## src/rtl/dac_mode_scheduler.sv

```systemverilog
`default_nettype none
// ============================================================================
// Module      : dac_mode_scheduler
// Description : Owns the one-hot generator run enables of the DAC sample path.
//               Every mode change runs drain -> clear -> wait-ready -> run.
//               Muxes the active generator's batch to the DAC and returns a
//               2-bit status response to the PS side.
// Revision    : 1.0 - initial release
// ============================================================================
module dac_mode_scheduler #(
    parameter int BATCH_WIDTH  = 32,
    parameter int DRAIN_CYCLES = 4,
    parameter int RDY_TIMEOUT  = 1024
) (
    input  logic                     dac_clk,
    input  logic                     dac_rstn,
    input  logic [1:0]               cmd_mode,
    input  logic                     cmd_valid,
    output logic                     cmd_ready,
    input  logic [2:0]               gen_rdy,
    input  logic [3*BATCH_WIDTH-1:0] gen_batch,
    input  logic [2:0]               gen_valid,
    input  logic                     dac0_rdy,
    output logic                     run_shift_regs,
    output logic                     run_trig_wav,
    output logic                     run_pwl,
    output logic                     gen_clear,
    output logic [BATCH_WIDTH-1:0]   dac_batch,
    output logic                     valid_dac_batch,
    output logic [1:0]               active_mode,
    output logic [15:0]              underrun_cnt,
    output logic [1:0]               resp_out,
    output logic                     resp_valid,
    input  logic                     resp_rdy
);

    // One counter serves both the drain length and the ready timeout
    localparam int c_cnt_max = (RDY_TIMEOUT > DRAIN_CYCLES) ? RDY_TIMEOUT : DRAIN_CYCLES;
    localparam int c_cnt_w   = $clog2(c_cnt_max + 1);

    localparam logic [1:0] c_resp_ok      = 2'b00;
    localparam logic [1:0] c_resp_halted  = 2'b01;
    localparam logic [1:0] c_resp_timeout = 2'b10;

    typedef enum logic [2:0] {
        S_IDLE     = 3'd0,
        S_DRAIN    = 3'd1,
        S_CLEAR    = 3'd2,
        S_WAIT_RDY = 3'd3,
        S_RUN      = 3'd4
    } state_t;

    state_t                 r_state;
    logic [1:0]             r_target;
    logic [c_cnt_w-1:0]     r_cnt;
    logic [2:0]             r_run;
    logic                   r_gen_clear;
    logic [1:0]             r_active;
    logic [1:0]             r_resp;
    logic                   r_resp_valid;
    logic [BATCH_WIDTH-1:0] r_batch;
    logic                   r_batch_valid;
    logic [15:0]            r_underrun;

    logic                   w_cmd_ready;
    logic                   w_accept;
    logic                   w_same;
    logic                   w_new_mode;
    logic                   w_leave_run;
    logic                   w_tgt_rdy;
    logic [2:0]             w_tgt_onehot;
    logic                   w_sel_valid;
    logic [BATCH_WIDTH-1:0] w_sel_batch;

    // Commands are taken only in a stable state with no response outstanding
    assign w_cmd_ready = dac_rstn && ((r_state == S_IDLE) || (r_state == S_RUN)) && !r_resp_valid;
    assign w_accept    = cmd_valid && w_cmd_ready;
    assign w_same      = w_accept && (r_state == S_RUN) && (cmd_mode == r_active);
    assign w_new_mode  = w_accept && (cmd_mode != 2'd0) && !w_same;
    assign w_leave_run = w_accept && (r_state == S_RUN) && !w_same;

    // Target-generator ready and run-enable decode
    always_comb begin
        w_tgt_rdy    = 1'b0;
        w_tgt_onehot = 3'b000;
        case (r_target)
            2'd1:    begin w_tgt_rdy = gen_rdy[0]; w_tgt_onehot = 3'b001; end
            2'd2:    begin w_tgt_rdy = gen_rdy[1]; w_tgt_onehot = 3'b010; end
            2'd3:    begin w_tgt_rdy = gen_rdy[2]; w_tgt_onehot = 3'b100; end
            default: begin w_tgt_rdy = 1'b0;       w_tgt_onehot = 3'b000; end
        endcase
    end

    // Select the running generator's valid and batch slice
    always_comb begin
        w_sel_valid = 1'b0;
        w_sel_batch = gen_batch[0 +: BATCH_WIDTH];
        case (r_active)
            2'd1:    begin w_sel_valid = gen_valid[0]; w_sel_batch = gen_batch[0*BATCH_WIDTH +: BATCH_WIDTH]; end
            2'd2:    begin w_sel_valid = gen_valid[1]; w_sel_batch = gen_batch[1*BATCH_WIDTH +: BATCH_WIDTH]; end
            2'd3:    begin w_sel_valid = gen_valid[2]; w_sel_batch = gen_batch[2*BATCH_WIDTH +: BATCH_WIDTH]; end
            default: begin w_sel_valid = 1'b0;         w_sel_batch = gen_batch[0 +: BATCH_WIDTH]; end
        endcase
    end

    // Mode-switch sequencer with registered enables, clear pulse and response
    always_ff @(posedge dac_clk or negedge dac_rstn) begin
        if (!dac_rstn) begin
            r_state      <= S_IDLE;
            r_target     <= 2'd0;
            r_cnt        <= '0;
            r_run        <= 3'b000;
            r_gen_clear  <= 1'b0;
            r_active     <= 2'd0;
            r_resp       <= 2'b00;
            r_resp_valid <= 1'b0;
        end else begin
            r_gen_clear <= 1'b0;
            if (r_resp_valid && resp_rdy) begin
                r_resp_valid <= 1'b0;
            end
            case (r_state)
                S_IDLE: begin
                    if (w_accept) begin
                        if (cmd_mode == 2'd0) begin
                            r_resp       <= c_resp_halted;
                            r_resp_valid <= 1'b1;
                        end else begin
                            // Nothing is running, so there is nothing to drain
                            r_target    <= cmd_mode;
                            r_gen_clear <= 1'b1;
                            r_state     <= S_CLEAR;
                        end
                    end
                end
                S_RUN: begin
                    if (w_same) begin
                        r_resp       <= c_resp_ok;
                        r_resp_valid <= 1'b1;
                    end else if (w_accept) begin
                        r_target <= cmd_mode;
                        r_run    <= 3'b000;
                        r_active <= 2'd0;
                        r_cnt    <= '0;
                        r_state  <= S_DRAIN;
                    end
                end
                S_DRAIN: begin
                    if (r_cnt == c_cnt_w'(DRAIN_CYCLES - 1)) begin
                        r_gen_clear <= 1'b1;
                        r_state     <= S_CLEAR;
                    end else begin
                        r_cnt <= r_cnt + c_cnt_w'(1);
                    end
                end
                S_CLEAR: begin
                    r_cnt <= '0;
                    if (r_target == 2'd0) begin
                        r_resp       <= c_resp_halted;
                        r_resp_valid <= 1'b1;
                        r_state      <= S_IDLE;
                    end else begin
                        r_state <= S_WAIT_RDY;
                    end
                end
                S_WAIT_RDY: begin
                    // Ready is checked first so it wins on the timeout cycle
                    if (w_tgt_rdy) begin
                        r_run        <= w_tgt_onehot;
                        r_active     <= r_target;
                        r_resp       <= c_resp_ok;
                        r_resp_valid <= 1'b1;
                        r_state      <= S_RUN;
                    end else if (r_cnt == c_cnt_w'(RDY_TIMEOUT - 1)) begin
                        r_resp       <= c_resp_timeout;
                        r_resp_valid <= 1'b1;
                        r_state      <= S_IDLE;
                    end else begin
                        r_cnt <= r_cnt + c_cnt_w'(1);
                    end
                end
                default: r_state <= S_IDLE;
            endcase
        end
    end

    // Batch forwarding to the DAC and underrun accounting
    always_ff @(posedge dac_clk or negedge dac_rstn) begin
        if (!dac_rstn) begin
            r_batch       <= '0;
            r_batch_valid <= 1'b0;
            r_underrun    <= 16'd0;
        end else begin
            r_batch_valid <= 1'b0;
            if (w_new_mode) begin
                r_underrun <= 16'd0;
            end else if ((r_state == S_RUN) && !w_leave_run && w_sel_valid) begin
                if (dac0_rdy) begin
                    r_batch       <= w_sel_batch;
                    r_batch_valid <= 1'b1;
                end else if (r_underrun != 16'hFFFF) begin
                    r_underrun <= r_underrun + 16'd1;
                end
            end
        end
    end

    assign cmd_ready       = w_cmd_ready;
    assign run_shift_regs  = r_run[0];
    assign run_trig_wav    = r_run[1];
    assign run_pwl         = r_run[2];
    assign gen_clear       = r_gen_clear;
    assign dac_batch       = r_batch;
    assign valid_dac_batch = r_batch_valid;
    assign active_mode     = r_active;
    assign underrun_cnt    = r_underrun;
    assign resp_out        = r_resp;
    assign resp_valid      = r_resp_valid;

endmodule
`default_nettype wire

```

## config.mk

```make
export PLATFORM = sky130hd
export DESIGN_NAME = dac_mode_scheduler
export DESIGN_NICKNAME = d
export VERILOG_FILES = /design/src/rtl/dac_mode_scheduler.sv
export SDC_FILE = /design/constraint.sdc
export NUM_CORES = 1
export LEC_CHECK = 0
export CAP_MARGIN = 20
export CORE_UTILIZATION = 36
export DETAILED_ROUTE_END_ITERATION = 10
export PLACE_DENSITY_LB_ADDON = 0.15
export SKIP_LAST_GASP = 1
export SLEW_MARGIN = 40
export SYNTH_ARGS = -nofsm -noshare
export SYNTH_HDL_FRONTEND = slang
export SYNTH_SLANG_ARGS = --single-unit
```

## constraint.sdc

```tcl
create_clock -name dac_clk -period 1.94 [get_ports dac_clk]
set_clock_uncertainty 0.05 [all_clocks]
set_input_delay 0.291 -clock dac_clk [delete_from_list [all_inputs] [get_ports dac_clk]]
set_output_delay 0.291 -clock dac_clk [all_outputs]
set_load 0.02 [all_outputs]
```

==> impl_metrics.py <==
metrics = {
    "run_status": {
        "status": "complete, but fails checks",
        "violations": "hold timing, setup timing",
    },
    "power_and_ir_drop": {
        "power_switching_mw": 2.88,
        "power_mw": 8.01,
        "power.density_nw_per_um2": 1110,
        "pwr-share-clk_pct": 25.0,
        "power_frac_comb_pct": 47.3,
        "internal_power_mw": 5.12,
        "seqPwrFrac_pct": 27.8,
        "swShare_pct": 36.0,
        "vdd_drop_max_uv": 659,
        "leakage_nw": 3.06,
    },
    "cells_and_area": {
        "fin_nets": 822,
        "multi_input_area_sq_um": 2380,
        "layout_commonest_cell": "clkdlybuf4s50_1",
        "final_cell_mix": "162 x clkdlybuf4s50_1, 88 x nand2_1, 79 x buf_4, 77 x o21ai_0, 67 x dfrtp_1",
        "drive_gt1_share_pct": 20.8,
        "final_cells": 859,
        "n_antenna_cell": 0,
        "fillCellCount": 960,
        "syn_to_final_growth_pct": 70.2,
        "ff_latch_area_sq_um": 1860,
    },
    "detailed_routing": {
        "drc": 0,
        "viasPerCell": 5.26,
        "wire_per_inst_um": 15.9,
        "num_vias": 4522,
        "firstDrtPassIters": 7,
        "drt_iter0_markers": 238,
        "wirelength_um": 13700,
        "ant_nets": 0,
    },
    "global_routing": {
        "grt_pass1_vias": 4425,
        "overflow": 0,
        "antenna_found_initial": 0,
        "grt_pass1_wl_um": 21500,
        "grt_max_degree": 66,
        "grtUsageTotal_pct": 21.7,
    },
    "timing": {
        "max_slew_margin_pct": 72.8,
        "max_freq_mhz": 505,
        "drv_slew": 0,
        "whs_ps": -1.13,
        "hold_violations": 3,
        "period_share_pct": 102,
        "rsz0062_at_grt": "yes",
        "setup_viol": 4,
        "fin_ws_ps": -38.7,
        "fin_crit_ps": 1980,
        "tightest_slew_ps": 408,
    },
    "clock_tree": {
        "numCtsBuffers": 9,
        "cts_tree": "yes",
        "h-tree-depth": 3,
        "cts_sinks": 74,
        "clk_latency_ps": 330,
        "clk_path_buf_depth": 2,
        "root_buffer": "clkbuf_16",
        "cts.clk_slew.worst_paths_ps": 60,
    },
    "worst_setup_path": {
        "path_class": "reg2reg",
        "worstPathCellList": "or4b_4 -> nor4_4 -> nand4_2 -> or4_1 -> nand2_1",
        "critPathSlowestCell": "or4b_4",
        "critical_path_required_ps": 2160,
        "end_kind": "flop",
        "crit_cells": 5,
        "worst-path-buf-inv": 0,
        "max_stage_delay_ps": 560,
        "timing.reg2reg.setup_slack_ps": -40,
        "critPathLaunchType": "flop",
        "cp_data_arrival_time_ps": 2200,
        "worstRegToRegCells": 5,
        "crit_fanout": 6,
        "critPathTopFamily": "simple AND/OR/NAND/NOR gates",
        "reg2reg_from": "r_state[0]$_DFFE_PN0P_",
        "r2r_end": "underrun_cnt[15]$_DFFE_PN0P_",
    },
    "synthesis": {
        "ys_seq_area_share_pct": 43.6,
        "ys_ff_latch": 74,
        "synthCells": 474,
        "synthArstFlopShare_pct": 100,
        "netlist.area_leader.share_pct": 43.6,
        "syn-cell-area_sq_um": 4240,
        "ys_types": 63,
        "ys.flop_type": "dfrtp_1",
        "synth_area_leaders": "dfrtp_1 44%, o21ai_0 9.2%, mux2i_1 9.0%",
        "synth-edff-count": 0,
        "synth_fp_nets": 585,
        "yosysTopAreaCell": "dfrtp_1",
        "synth_warnings": 0,
        "syn_area_per_cell_sq_um": 8.95,
    },
    "placement": {
        "io_buffers": 167,
        "place_inst": 825,
        "place_hpwl_um": 9680,
        "preCtsSetupSlack_ps": -361,
        "gp_congestion": 0.853,
    },
    "floorplanning": {
        "io-pin-count": 168,
        "dieArea_sq_um": 12200,
        "core_area_sq_um": 11500,
        "die_w_um": 111,
        "num_rows": 39,
        "start_util_pct": 37.0,
        "die_y_um": 111,
    },
    "worst_hold_path": {
        "hold_path.class": "in2async",
    },
    "job": {
        "maxCapViolCount": 0,
    },
}
## what timing repair did
item | in CTS | in global routing
cloned | 0 | 2
setup endpoints to repair | 26 | 68
hold buffers | 1 | 0
buffers inserted | 4 | 10
pin swaps | 7 | 11
hold endpoints to repair | 17 | 0
resized for setup | 20 | 25
## per-stage QoR
step,hold WS (ps),cell area (sq um),utilization [%],TNS (ps)
floorplan,-54.6,4300,-,-127
global placement,246,6550,57.1,-15020
detailed placement,248,6550,57.1,-15290
CTS,229,7030,61.3,-10.2
global route,22.0,7220,63.0,-878
finish,-1.13,7220,63.0,-103
## registers in the layout (all words and copies together), names as in the netlist, 2 cells and up
register	flops
r_state	3
resp_out	2
active_mode	2
underrun_cnt	16
r_cnt	11
dac_batch	32
r_target	2
r_run	3
## metal layers
layer | GRT usage (%) | part of all wire, % | vias to the layer above
li1 | - | - | 2209
met1 | 26.3 | 41 | 2117
met2 | 37.5 | 50 | 180
met3 | 5.49 | 7.0 | 16
met4 | 7.38 | 1.7 | 0
met5 | 0 | 0 | -
## tightest hold or removal path, delay by kind of cell
family,cells,cell delay [ps]
buffers and inverters,3,460
## cell usage after synthesis, drive strengths merged (2+ instances only)
cell and instances:
or3 3, nor2b 2, a21oi 17, or2 3, o2bb2ai 2, buf 16
o21bai 4, nand4b 3, o211ai 3, inv 8, a21o 3, mux2i 39
a31oi 7, clkbuf 14, and3 10, o21a 5, ha 2, nor3 7
xnor2 2, nor4 6, o31ai 6, nand3 10, dfrtp 74, nor2 14
a221o 4, a22o 4, o21ai 79, nand4 9, nand2 89, or4 8
## final cells by class
type / instances / share of cell area, %
Sequential cell: 74 / 25.8
Clock buffer: 11 / 3.50
Inverter: 8 / 0.416
Timing Repair Buffer: 256 / 33.3
Multi-Input combinational cell: 362 / 33.0
Tap cell: 143 / 2.48
Clock inverter: 5 / 1.49
## power groups by stage
stage / logic, mW / clock network (mW) / registers (mW)
finish: 3.78 / 2.00 / 2.22
floorplan: 1.64 / 0 / 2.48
global route: 4.09 / 2.08 / 2.27
detailed placement: 3.51 / 0 / 2.24
CTS: 3.64 / 2.02 / 2.23
global placement: 3.47 / 0 / 2.23
## worst max path at each step
stage	start	end	slack [ps]
after global routing	r_state[0]$_DFFE_PN0P_	underrun_cnt[15]$_DFFE_PN0P_	-150
after floorplan	underrun_cnt[0]$_DFFE_PN0P_	underrun_cnt[2]$_DFFE_PN0P_	-60
after global placement	dac0_rdy	underrun_cnt[15]$_DFFE_PN0P_	-340
final	r_state[0]$_DFFE_PN0P_	underrun_cnt[15]$_DFFE_PN0P_	-40
after CTS	r_state[0]$_DFFE_PN0P_	underrun_cnt[15]$_DFFE_PN0P_	-6
after detailed placement	cmd_mode[0]	underrun_cnt[6]$_DFFE_PN0P_	-360
## logic make-up after synthesis
family | after synthesis | synth area share [%]
xor gates and xnor gates | 3 | 0.796
muxes | 40 | 9.76
DFF | 74 | 43.6
AOI/OAI and AO/OA | 147 | 21.4
and+or+nand+nor | 170 | 20.0
buffers and inverters | 38 | 3.89
adders and majority gates | 2 | 0.590
Note: power is estimated with default switching activity, not from simulation.
